===== src/rtl/load_extend_unit.sv =====
// load_extend_unit
//   Pulls the addressed byte, halfword, word or full word out of a memory data
//   word and sign- or zero-extends it to DATA_W bits. Results go through a
//   2-entry FIFO with valid/ready on both sides. A saturating counter records
//   accepted misaligned requests.
//
// Ports
//   clk        system clock, rising edge
//   reset      synchronous, active-high
//   in_valid   request present
//   in_ready   room for a request (registered state only)
//   in_data    raw memory word
//   in_off     byte offset of the access inside in_data
//   in_size    00 byte, 01 half, 10 word (32 b), 11 full DATA_W
//   in_sgn     1 sign-extend, 0 zero-extend
//   out_valid  FIFO head holds a result
//   out_ready  consumer takes the head
//   out_data   extended result at the head
//   out_err    head came from a misaligned request
//   err_cnt    saturating count of accepted misaligned requests
//   err_clr    clears err_cnt, wins over a same-cycle increment
module load_extend_unit #(
    parameter  int DATA_W = 32,
    parameter  int CNT_W  = 8,
    localparam int OFF_W  = $clog2(DATA_W / 8)
) (
    input  logic              clk,
    input  logic              reset,
    input  logic              in_valid,
    output logic              in_ready,
    input  logic [DATA_W-1:0] in_data,
    input  logic [OFF_W-1:0]  in_off,
    input  logic [1:0]        in_size,
    input  logic              in_sgn,
    output logic              out_valid,
    input  logic              out_ready,
    output logic [DATA_W-1:0] out_data,
    output logic              out_err,
    output logic [CNT_W-1:0]  err_cnt,
    input  logic              err_clr
);

    logic [DATA_W-1:0] data_q [2];
    logic [DATA_W-1:0] data_d [2];
    logic              err_q  [2];
    logic              err_d  [2];
    logic              wr_ptr_q, wr_ptr_d;
    logic              rd_ptr_q, rd_ptr_d;
    logic [1:0]        count_q, count_d;
    logic [CNT_W-1:0]  err_cnt_q, err_cnt_d;

    logic [DATA_W-1:0] lane;
    logic [DATA_W-1:0] field_mask;
    logic              field_msb;
    logic              misaligned;
    logic [DATA_W-1:0] ext_data;
    logic              push;
    logic              pop;

    // Extraction: the field is isolated with a mask rather than a replication
    // so that sizes equal to DATA_W need no zero-width special case.
    always_comb begin
        lane       = in_data >> {in_off, 3'b000};
        field_mask = '1;
        field_msb  = 1'b0;
        misaligned = 1'b0;
        case (in_size)
            2'b00: begin
                field_mask = DATA_W'(8'hFF);
                field_msb  = lane[7];
            end
            2'b01: begin
                field_mask = DATA_W'(16'hFFFF);
                field_msb  = lane[15];
                misaligned = in_off[0];
            end
            2'b10: begin
                field_mask = DATA_W'(32'hFFFF_FFFF);
                field_msb  = lane[31];
                misaligned = |in_off[1:0];
            end
            default: begin
                field_mask = '1;
                field_msb  = 1'b0;
                misaligned = |in_off;
            end
        endcase

        if (misaligned) begin
            ext_data = '0;
        end else begin
            ext_data = (lane & field_mask) | ((in_sgn && field_msb) ? ~field_mask : '0);
        end
    end

    assign in_ready  = (count_q != 2'd2);
    assign out_valid = (count_q != 2'd0);
    assign out_data  = data_q[rd_ptr_q];
    assign out_err   = err_q[rd_ptr_q];
    assign err_cnt   = err_cnt_q;

    assign push = in_valid && in_ready;
    assign pop  = out_valid && out_ready;

    always_comb begin
        data_d   = data_q;
        err_d    = err_q;
        wr_ptr_d = wr_ptr_q;
        rd_ptr_d = rd_ptr_q;
        count_d  = count_q + {1'b0, push} - {1'b0, pop};

        if (push) begin
            data_d[wr_ptr_q] = ext_data;
            err_d[wr_ptr_q]  = misaligned;
            wr_ptr_d         = ~wr_ptr_q;
        end
        if (pop) begin
            rd_ptr_d = ~rd_ptr_q;
        end

        err_cnt_d = err_cnt_q;
        if (err_clr) begin
            err_cnt_d = '0;
        end else if (push && misaligned && (err_cnt_q != {CNT_W{1'b1}})) begin
            err_cnt_d = err_cnt_q + CNT_W'(1);
        end
    end

    always_ff @(posedge clk) begin
        if (reset) begin
            data_q[0] <= '0;
            data_q[1] <= '0;
            err_q[0]  <= 1'b0;
            err_q[1]  <= 1'b0;
            wr_ptr_q  <= 1'b0;
            rd_ptr_q  <= 1'b0;
            count_q   <= 2'd0;
            err_cnt_q <= '0;
        end else begin
            data_q    <= data_d;
            err_q     <= err_d;
            wr_ptr_q  <= wr_ptr_d;
            rd_ptr_q  <= rd_ptr_d;
            count_q   <= count_d;
            err_cnt_q <= err_cnt_d;
        end
    end

endmodule


===== config.mk =====
export PLATFORM = sky130hd
export DESIGN_NAME = load_extend_unit
export DESIGN_NICKNAME = d
export VERILOG_FILES = /design/src/rtl/load_extend_unit.sv
export SDC_FILE = /design/constraint.sdc
export NUM_CORES = 1
export LEC_CHECK = 0
export BUFFER_PORTS_ARGS = -buffer_cell sky130_fd_sc_hd__buf_2
export CAP_MARGIN = 20
export CORE_MARGIN = 2
export CORE_UTILIZATION = 57
export CTS_BUF_LIST = sky130_fd_sc_hd__clkbuf_4
export CTS_CLUSTER_SIZE = 25
export DETAILED_ROUTE_END_ITERATION = 10
export PLACE_DENSITY = 0.83
export SYNTH_ARGS = -nofsm -noshare
export SYNTH_HDL_FRONTEND = slang
export SYNTH_SLANG_ARGS = --single-unit
export TNS_END_PERCENT = 30

===== constraint.sdc =====
create_clock -name clk -period 2.2 [get_ports clk]
set_input_delay 0.11 -clock clk [delete_from_list [all_inputs] [get_ports clk]]
set_output_delay 0.11 -clock clk [all_outputs]
set_load 0.1 [all_outputs]

# ---- Word level (Yosys, flattened, before mapping)
# Cells that the tools add are included.
dict set report word_totals {
  word_cells 53
  out_inout_bits 43
  reg_bits 78
  inputBits 42
}
dict set report classes {
  n_shift 1
  addsub 3
  n_bitwise 7
  mux 17
  n_lt_le_gt_ge 3
  n_eq_ne 4
  reduce_logical 10
}
# operator n
set op_table {}
lappend op_table {{2-to-1 mux 32 bit} 6}
lappend op_table {{bitwise mux 64 bit} 1}
lappend op_table {{one-hot mux 32 bit (2 select lines)} 1}
lappend op_table {{bitwise AND 32 bit} 1}
lappend op_table {{demux 32 bit (select 1 bit)} 1}
lappend op_table {{inverter 32 bit} 1}
lappend op_table {{OR 32 bit} 1}
lappend op_table {{right shift 32 x 5 -> 32 bit} 1}
lappend op_table {{adder 8 x 1 -> 8 bit (second input constant)} 1}
lappend op_table {{!= test 8 bit (second input constant)} 1}
lappend op_table {{logical AND 1 bit} 6}
lappend op_table {{>= comparator 2 bit (second input constant)} 2}
lappend op_table {{2-to-1 mux 1 bit} 4}
lappend op_table {{inverter 1 -> 2 bit} 2}
lappend op_table {{OR reduction 2 bit} 2}
lappend op_table {{one-hot mux 1 bit (3 select lines)} 1}
lappend op_table {{adder 2 x 1 -> 2 bit} 1}
lappend op_table {{bitwise mux 2 bit} 1}
lappend op_table {{equality test 2 x 1 -> 1 bit (second input constant)} 1}
lappend op_table {{equality test 2 bit (second input constant)} 1}
lappend op_table {{logical NOT 2 bit} 1}
lappend op_table {{< comparator 2 x 1 -> 1 bit (second input constant)} 1}
lappend op_table {{!= test 2 bit (second input constant)} 1}
lappend op_table {{inverter 1 bit} 2}
lappend op_table {{4 further kinds} 4}

# ---- Logic depth before layout (Yosys ltp)
# Gate-level depths: netlist (run 1).
dict set report depth {
  ltp_word 7
  depth_mapped 9
  ltp_nobuf 8
}

# ---- Least setup slack after synthesis (run 1)
# Ideal clock, no wire load.
dict set report synth_timing {
  kind {register -> register}
  from {register err_cnt_q[1] (netlist: err_cnt[1])}
  to {register err_cnt_q[5] (netlist: err_cnt[5])}
  t_required_ns 2.085
  arrival_time_ns 2.065
  period_less_slack_ns 2.180
  n_path_buf 0
  path_slack_ns 0.020
  path_stages_with_launch 6
  setup_ns 0.115
  cell_sequence {dfxtp_1 ha_1 nand3_1 o2111ai_1 nor4_1 o21a_1}
}
dict set report synth_between {
  elab_chain_len 2
  elab_cells_between_ends 3
  classes_between {add/sub (1); eq/ne (1); reduce/logical (1)}
}
# item line_no
set synth_lines {}
lappend synth_lines {{from (decl)} 50} ;# logic [CNT_W-1:0] err_cnt_q, err_cnt_d;
lappend synth_lines {{from (signal assigned)} 145} ;# err_cnt_q <= err_cnt_d;
lappend synth_lines {{branches (longest 2 deep; another with adder 8 x 1 -> 8 bit)} -}
# Several ways; the timed one is not identified.
# A chain may end at the register's enable or synchronous reset.

# ---- Final worst setup path (run 1)
dict set report layout_timing {
  from {register count_q[0]}
  to {register err_cnt_q[4] (netlist: err_cnt[4])}
}
dict set report layout_between {
  elab_chain_len 4
}
# item line_no
set layout_lines {}
lappend layout_lines {{from (decl)} 49} ;# logic [1:0] count_q, count_d;
lappend layout_lines {{from (signal assigned)} 144} ;# count_q <= count_d;
lappend layout_lines {{!= test 2 bit} 96} ;# assign in_ready = (count_q != 2'd2);
lappend layout_lines {{logical AND 1 bit} 102} ;# assign push = in_valid && in_ready;
lappend layout_lines {{logical AND 1 bit (2 in series)} 124} ;# end else if (push && misaligned && (err_cnt_q != {CNT_W{1'b1}})) begin
# Every way passes these cells.

==> flow_metrics.env, run 1 <==
export IMPL_remaining_drc_errors=0
export IMPL_synth_cell_type_count=48
export IMPL_path_max_fanout=16
export IMPL_synthFlopType="dfxtp_1"
export IMPL_syn_area_um2=4070
export IMPL_synth_common_cells="78 x dfxtp_1, 52 x o21ai_0, 40 x mux2_2, 40 x nand2_1, 35 x nand3_1"
export IMPL_routed_wl_mm=11.6
export IMPL_dp_final_hpwl_mm=8.07
export IMPL_fin_util=0.765
export IMPL_hold_end="data_q[31]"
export IMPL_path_class="register to register"
export IMPL_r2r_cells=4
export IMPL_die_area_um2=7830
export IMPL_grt_max_degree=34
export IMPL_fmax_mhz=529
export IMPL_cts_tree="built"
export IMPL_pre_cts_ws_ps=339
export IMPL_root_buffer="clkbuf_4"
export IMPL_start_util=0.595
export IMPL_dr_pass1_iters=5
export IMPL_drt_iter0_markers=321
export IMPL_routabilityCongestion=0.907
export IMPL_syn_area_per_cell_um2=8.96
export IMPL_synthToLayoutAreaGrowth_pct=28.5
export IMPL_hold_violations=0
export IMPL_fin_crit_sh=0.859
export IMPL_timing_rr_end="err_cnt[4]"
export IMPL_core_area_um2=6830
export IMPL_slew_headroom=0.589
export IMPL_antenna_cells=0
export IMPL_finalSetupTns_ps=0
export IMPL_drv_cap=0
export IMPL_placed_cells=607
export IMPL_rsz0062_at_grt="no"
export IMPL_arrival_ps=2270
export IMPL_async_flop_share=0
export IMPL_antenna_found_initial=0
export IMPL_drive_gt1_frac=0.318
export IMPL_track_usage=0.305
export IMPL_maxSlewViolCount=0
export IMPL_viasPerCell=6.41
export IMPL_vias=4007
export IMPL_postRouteAntennaNets=0
export IMPL_die_y_um=88.5
export IMPL_cp_start_kind="register"
export IMPL_tightest_slew_ps=610
export IMPL_final_critical_path_setup_slack_ps=311
export IMPL_fin_area_um2=5220
export IMPL_portBuffers=84
export IMPL_ys_warn_count=0
export IMPL_hold_path_class="primary input to register"
export IMPL_fin_crit_ps=1890
export IMPL_synthTopCellsByArea="dfxtp_1 38%, mux2_2 11%, a32oi_1 6.9%"
export IMPL_synth_most_common_cell="dfxtp_1"
export IMPL_instances_no_fill=625
export IMPL_nets=569
export IMPL_finalClockSkew_ps=20.7
export IMPL_status="finished clean"
export IMPL_ios=85
export IMPL_syn_nets=499
export IMPL_r2r_slack_ps=310
export IMPL_crit_path_end_kind="register"
export IMPL_htree_num_levels=3
export IMPL_fp_dieW_um=88.5
export IMPL_grt_first_pass_wirelength_mm=18.6
export IMPL_cts_buffers=9
export IMPL_cts_buffer_depth=2
export IMPL_grt_pass1_vias=3751
export IMPL_finalSetupViolations=0
export IMPL_synth_top_cell_area_share=0.384
export IMPL_synth_seq_area_share=0.384
export IMPL_dpl_instance_area_um2=5060
export IMPL_ys_ff_latch=78
export IMPL_worstHoldStart="in_data[31]"
export IMPL_vdd_drop_max_uv=462
export IMPL_avgRoutedWirePerCell_um=18.5
export IMPL_rows=30
export IMPL_syn_inst=454
export IMPL_power_density_nw_per_um2=793
export IMPL_timing_rr_start="count_q[0]"
export IMPL_synth_edf_count=0
export IMPL_clk_pin_slew_ps=140
export IMPL_leakagePower_nw=2.02
export IMPL_clkLatencyLatePin_ps=440
export IMPL_clock_sinks=78
export IMPL_critical_path_required_ps=2580
export IMPL_min_delay_path_depth=3
export IMPL_yosys_area_top_type="dfxtp_1"
export IMPL_grt_overflow_total=0
[area by class of cell]
type	count	area [µm²]
repair buffers	102	1060
clock buffers	11	82.6
flip-flops and latches	78	1560
well taps	96	120
inverters	11	41.3
multi-input cells	322	2300
clock inverters	5	60.1
fillers	492	1610
[how the worst max path moves through the flow]
| stage | from | endpoint | slack [ps] | cells after the start |
|---|---|---|---|---|
| floorplan | err_cnt[1] | err_cnt[5] | 20 | 5 |
| detailed placement | count_q[0] | err_cnt[4] | 340 | 4 |
| finish | count_q[0] | err_cnt[4] | 310 | 4 |
| CTS | count_q[0] | err_cnt[4] | 330 | 4 |
| global placement | count_q[0] | err_cnt[4] | 420 | 4 |
| global route | count_q[0] | err_cnt[4] | 190 | 4 |
[registers in the layout, indices dropped and copies added (netlist names)]
name	count
data_q	64
err_cnt	8
count_q	2
err_q	2
rd_ptr_q	1
wr_ptr_q	1
[worst max-delay path: stages, from the launching register on]
cell and delay [ps]:
dfxtp_1 370, nand2b_1 340, nand4_2 380, or4_1 600
a21oi_1 150
[layout by cell type (no fill, tap or decap), drive strengths merged, types with 2 or more instances in the layout]
master       count
or4              4
nand2           40
mux2            40
o21ai           64
ha               3
nand2b           2
nand3b           2
or2              3
buf            100
nand3           35
nor3             2
or3              2
nand4            2
nor2             7
a31oi           10
dfxtp           78
nor2b            2
inv             10
dlygate4sd3      2
o31ai            4
a21oi            8
clkbuf          11
a22o            16
mux2i           17
o211ai           9
and2             2
xnor2            2
clkinv           4
a32oi           33
[metrics by stage]
step	total power [mW]	hold slack, ps
6_report	4.14	26.9
5_1_grt	4.32	34.9
4_1_cts	4.13	9.95
3_5_place_dp	3.26	422
3_3_place_gp	3.22	415
2_1_floorplan	2.75	263
[repair_timing]
action	4_1_cts	5_1_grt
hold endpoints to repair	14	0
setup buffers	0	0
endpoints found under the setup margin	0	0
resized for setup	0	0
hold buffers	2	0
[metal layers]
metal  up-vias  GRT usage  routed length (µm)
li1       1865          -                   -
met1      1882      0.408                4690
met2       233      0.502                5720
met3        27     0.0476                 943
met4         0      0.107                 228
met5         -          0                   0
[logic make-up (layout without fill, tap and decap cells)]
kind of cell    after synthesis  count (layout)  synth area share
flops                        78              78             0.384
simple gates                108             108             0.137
xor+xnor                      3               3           0.00646
compound gates              150             150             0.251
mux                          58              58             0.158
fa+ha+maj                     3               3           0.00923
buf+inv                      54             129            0.0542
[where the power goes]
part | total [mW] | switching (mW) | internal [mW]
clock network | 0.896 | 0.521 | 0.374
logic | 1.68 | 1.12 | 0.564
registers | 1.56 | 0.0566 | 1.51
No activity file was read; power rests on OpenSTA's default activity.
==> run 2, diff against run 1 <==
GPL_ROUTABILITY_DRIVEN = 1   (was default)
PLACE_DENSITY = 0.91   (was 0.83)
==> run 2 against run 1 <==
  * Power increased by 2.3%
  * Maximum frequency fell by 6.7%
  * Clock power grew 10%
  * Non-clock buffer count fell by 5
  * Sequential share of layout area barely moved
  * Wire length increased by 1.3%
  * Clock-buffer cell count shrank 1
  * Combinational power hardly changed
  * Design area decreased by 0.14%
  * Sequential cell count unchanged
  * Register-to-register slack worse by 140 ps
  * Critical path type unchanged
==> flow_metrics.env, run 2 (synthesis results as in run 1) <==
export IMPL_status="finished clean"
export IMPL_cts_buffer_depth=2
export IMPL_cp_startpoint="count_q[0]"
export IMPL_htree_num_levels=3
export IMPL_top_usage_layer="met2"
export IMPL_cts_tree="built"
export IMPL_pre_cts_ws_ps=274
export IMPL_arrival_ps=2380
export IMPL_top_register="data_q"
export IMPL_postRouteAntennaNets=0
export IMPL_nets=564
export IMPL_crit_buf_inv=0
export IMPL_ios=85
export IMPL_hold_path_class="primary input to register"
export IMPL_switching_share=0.400
export IMPL_grt_max_degree=34
export IMPL_cts_buffers=9
export IMPL_switchingPower_mw=1.70
export IMPL_critPathSlowestCell="or4_1"
export IMPL_synthToLayoutAreaGrowth_pct=28.3
export IMPL_critical_path_max_stage_delay_ps=620
export IMPL_clkLatencyLatePin_ps=440
export IMPL_whs_ps=46.9
export IMPL_fp_dieW_um=88.5
export IMPL_slew_headroom=0.548
export IMPL_vdd_drop_max_uv=424
export IMPL_routabilityCongestion=0.943
export IMPL_cts_hold_buffers=2
export IMPL_hold_violations=0
export IMPL_fin_crit_sh=0.921
export IMPL_path_class="register to register"
export IMPL_p_clk_frac=0.233
export IMPL_drive_gt1_frac=0.309
export IMPL_worstHoldStart="in_data[31]"
export IMPL_power_share_sequential=0.370
export IMPL_grt_overflow_total=0
export IMPL_crit_chain="nand2b_1 > nand4_2 > or4_1 > a21oi_1"
export IMPL_fin_crit_ps=2030
export IMPL_die_area_um2=7830
export IMPL_grtUsageMet3=0.0690
export IMPL_viasPerCell=6.61
export IMPL_tightest_slew_ps=675
export IMPL_layout_common_cells="78 x dfxtp_1, 52 x o21ai_0, 51 x buf_2"
export IMPL_power_density_nw_per_um2=813
export IMPL_start_util=0.595
export IMPL_routed_wl_mm=11.7
export IMPL_finalClockSkew_ps=15.8
export IMPL_use_met2=0.486
export IMPL_leakagePower_nw=2.01
export IMPL_grt_first_pass_wirelength_mm=18.7
export IMPL_path_max_fanout=16
export IMPL_avgRoutedWirePerCell_um=18.9
export IMPL_final_common_cell="dfxtp_1"
export IMPL_crit_path_end_kind="register"
export IMPL_timing_rr_start="count_q[0]"
export IMPL_placed_cells=602
export IMPL_final_critical_path_setup_slack_ps=174
export IMPL_drt_iter0_markers=444
export IMPL_r2r_slack_ps=170
export IMPL_antenna_found_initial=0
export IMPL_antenna_cells=0
export IMPL_post_cts_setup_buffer_count=0
export IMPL_maxSlewViolCount=0
export IMPL_portBuffers=84
export IMPL_dr_pass1_iters=5
export IMPL_root_buffer="clkbuf_4"
export IMPL_critical_path_required_ps=2550
export IMPL_drv_cap=0
export IMPL_grt_pass1_vias=3776
export IMPL_fmax_mhz=494
export IMPL_finalSetupTns_ps=0
export IMPL_cpLargestDelayFamily="simple AND/OR/NAND/NOR gates"
export IMPL_rsz0062_at_grt="no"
export IMPL_track_usage=0.308
export IMPL_remaining_drc_errors=0
export IMPL_intPower_mw=2.54
export IMPL_instances_no_fill=620
export IMPL_die_y_um=88.5
export IMPL_combPwrFrac=0.397
export IMPL_ctsResizeCount=0
export IMPL_fin_util=0.764
export IMPL_cp_start_kind="register"
export IMPL_largest_register_ffs=64
export IMPL_grt_met1_usage=0.396
export IMPL_clk_pin_slew_ps=120
export IMPL_vias=4099
export IMPL_core_area_um2=6830
export IMPL_finalSetupViolations=0
export IMPL_rows=30
export IMPL_dp_final_hpwl_mm=8.01
export IMPL_clock_sinks=78
==> run 2: tightest hold or removal path: stages <==
cell and delay (ps):
buf_2 150, a32oi_1 110, o21ai_1 70
==> run 2: power groups by stage <==
stage               combinational, mW  clock [mW]  sequential, mW
finish                           1.68       0.986            1.57
global route                     1.76        1.06            1.58
CTS                              1.67       0.987            1.57
detailed placement               1.66           0            1.60
global placement                 1.62           0            1.59
floorplan                        1.17           0            1.58
==> run 2: stage by stage <==
| stage | instance area, µm² | power (mW) |
|---|---|---|
| after floorplan | 4070 | 2.75 |
| after global placement | 5040 | 3.21 |
| after detailed placement | 5040 | 3.26 |
| after CTS | 5220 | 4.23 |
| after global routing | 5220 | 4.40 |
| final | 5220 | 4.24 |
==> run 2: routing by layer <==
metal	share of wire	routed length, µm
met1	0.40	4640
met2	0.47	5570
met3	0.089	1050
met4	0.041	478
met5	0	0
==> run 2: worst paths after layout <==
kind | endpoint | depth (start not counted)
max reg2reg | err_cnt[7] | 4
max | err_cnt[7] | 4
min | data_q[31] | 3
min reg2reg | data_q[2] | 2
==> run 2: layout make-up <==
type                            instances  area, µm²
Inverter                               11       41.3
Timing Repair Buffer                   97       1030
Tap cell                               96        120
Sequential cell                        78       1560
Clock inverter                          6       85.1
Fill cell                             444       1620
Multi-Input combinational cell        322       2300
Clock buffer                           10       75.1
==> run 3, diff against run 2 <==
CORE_UTILIZATION = 61   (was 57)
PLACE_DENSITY = 0.95   (was 0.91)
clock period = 2.5 ns   (was 2.2 ns; I/O delays follow)
==> run 3 against run 2 <==
  * Clock power shrank 14%
  * Global-route usage shrank 0.31 points
  * Sequential share of layout area grew 3.5 points
  * Cell count shrank 3.2%
  * First-iteration DRC count shrank 4.7%
  * Wire length shrank 5.2%
  * Highest routed layer unchanged
==> flow_metrics.env, run 3 (synthesis results as in run 1) <==
export IMPL_status="finished clean"
export IMPL_htree_num_levels=3
export IMPL_fillers=471
export IMPL_r2r_slack_ps=570
export IMPL_start_util=0.637
export IMPL_grt_pass1_vias=3697
export IMPL_power_density_nw_per_um2=752
export IMPL_crit_path_end_kind="register"
export IMPL_largest_register_ffs=64
export IMPL_drv_cap=0
export IMPL_finalClockSkew_ps=8.29
export IMPL_crit_buf_inv=0
export IMPL_layout_common_cells="84 x buf_2, 78 x dfxtp_1, 52 x o21ai_0"
export IMPL_grt_first_pass_wirelength_mm=18.2
export IMPL_cpLargestDelayFamily="simple AND/OR/NAND/NOR gates"
export IMPL_top_register="data_q"
export IMPL_fp_dieW_um=85.6
export IMPL_clock_sinks=78
export IMPL_avgRoutedWirePerCell_um=18.5
export IMPL_rsz0062_at_grt="no"
export IMPL_crit_chain="nand2b_1 > nand4_2 > or4_1 > a21oi_1"
export IMPL_finalSetupViolations=0
export IMPL_fin_crit_sh=0.771
export IMPL_routabilityCongestion=0.947
export IMPL_post_cts_setup_buffer_count=0
export IMPL_die_area_um2=7340
export IMPL_ctsResizeCount=0
export IMPL_register_area_um2=1560
export IMPL_die_y_um=85.6
export IMPL_finalSetupTns_ps=0
export IMPL_cts_buffer_depth=2
export IMPL_cts_tree="built"
export IMPL_final_common_cell="buf_2"
export IMPL_root_buffer="clkbuf_4"
export IMPL_fin_crit_ps=1930
export IMPL_multi_input_area_um2=2300
export IMPL_fin_area_um2=4670
export IMPL_drt_iter0_markers=423
export IMPL_power_mw=3.51
export IMPL_crit_path_end="err_cnt[4]"
export IMPL_grt_max_degree=36
export IMPL_timing_rr_end="err_cnt[4]"
export IMPL_timing_rr_start="count_q[0]"
export IMPL_portBuffers=84
export IMPL_routed_wl_mm=11.1
export IMPL_hold_violations=0
export IMPL_critPathSlowestCell="or4_1"
export IMPL_critical_path_required_ps=2860
export IMPL_dpl_instance_area_um2=4510
export IMPL_crit_cells=4
export IMPL_vdd_drop_max_uv=502
export IMPL_viasPerCell=6.62
export IMPL_whs_ps=16.2
export IMPL_remaining_drc_errors=0
export IMPL_cts_hold_buffers=0
export IMPL_clk_pin_slew_ps=120
export IMPL_dp_final_hpwl_mm=7.59
export IMPL_track_usage=0.305
export IMPL_tightest_slew_ps=619
export IMPL_core_area_um2=6390
export IMPL_clkLatencyLatePin_ps=420
export IMPL_ios=85
export IMPL_vias=3969
export IMPL_grt_overflow_total=0
export IMPL_path_class="register to register"
export IMPL_drive_gt1_frac=0.312
export IMPL_critical_path_max_stage_delay_ps=600
export IMPL_dr_pass1_iters=5
export IMPL_leakagePower_nw=1.91
export IMPL_hold_path_class="primary input to register"
export IMPL_antenna_found_initial=0
export IMPL_postRouteAntennaNets=0
export IMPL_maxSlewViolCount=0
export IMPL_arrival_ps=2290
export IMPL_cts_buffers=9
export IMPL_r2r_cells=4
export IMPL_nets=563
export IMPL_antenna_cells=0
export IMPL_cp_startpoint="count_q[0]"
export IMPL_fmax_mhz=519
export IMPL_synthToLayoutAreaGrowth_pct=14.8
export IMPL_slew_headroom=0.586
export IMPL_rows=29
export IMPL_path_max_fanout=16
export IMPL_cp_start_kind="register"
-- run 3: changes by cell type in the layout (fill, tap and decap cells not counted), moves of 2 or more --
cell,change
buf_12,-34
buf_4,+2
buf_2,+33
dlygate4sd3_1,-2
-- run 3: worst register-to-register path, stage by stage, from the launching register on --
cell and delay [ps]:
dfxtp_1 360, nand2b_1 350, nand4_2 400, or4_1 600, a21oi_1 160
-- run 3: power by group --
group	internal [mW]	switching, mW
Sequential	1.33	0.0473
Clock	0.423	0.427
Combinational	0.334	0.953
Total	2.08	1.43
-- run 3: worst min-delay path by stage --
stage                 end  slack [ps]   startpoint  depth (start not counted)
4_1_cts        err_cnt[5]          20      err_clr                          3
6_report       err_cnt[5]          20      err_clr                          3
2_1_floorplan  data_q[31]         280  in_data[31]                          2
5_1_grt        err_cnt[5]          30      err_clr                          3
3_3_place_gp    data_q[2]         430    data_q[2]                          2
3_5_place_dp    data_q[0]         440    data_q[0]                          2
-- run 3: final cells by class --
class,count,area share
tap,77,0.0206
timing repair buffer,96,0.109
multi-input combinational,322,0.493
clock inverter,5,0.0158
inverter,11,0.00884
clock buffer,11,0.0177
sequential,78,0.334
-- run 3: metal layers --
layer  GRT usage  share of wire  vias up
met5           0              0        -
met4       0.137          0.030        0
met3      0.0433          0.092       36
met2       0.479           0.46      240
met1       0.418           0.42     1846
li1            -              -     1847
-- run 3: metrics by stage --
stage               setup slack (ps)   util  cells
global route                     433  0.731    600
floorplan                        320      -    454
detailed placement               497  0.707    584
finish                           572  0.731    600
CTS                              591  0.731    600
global placement                 571  0.707    584
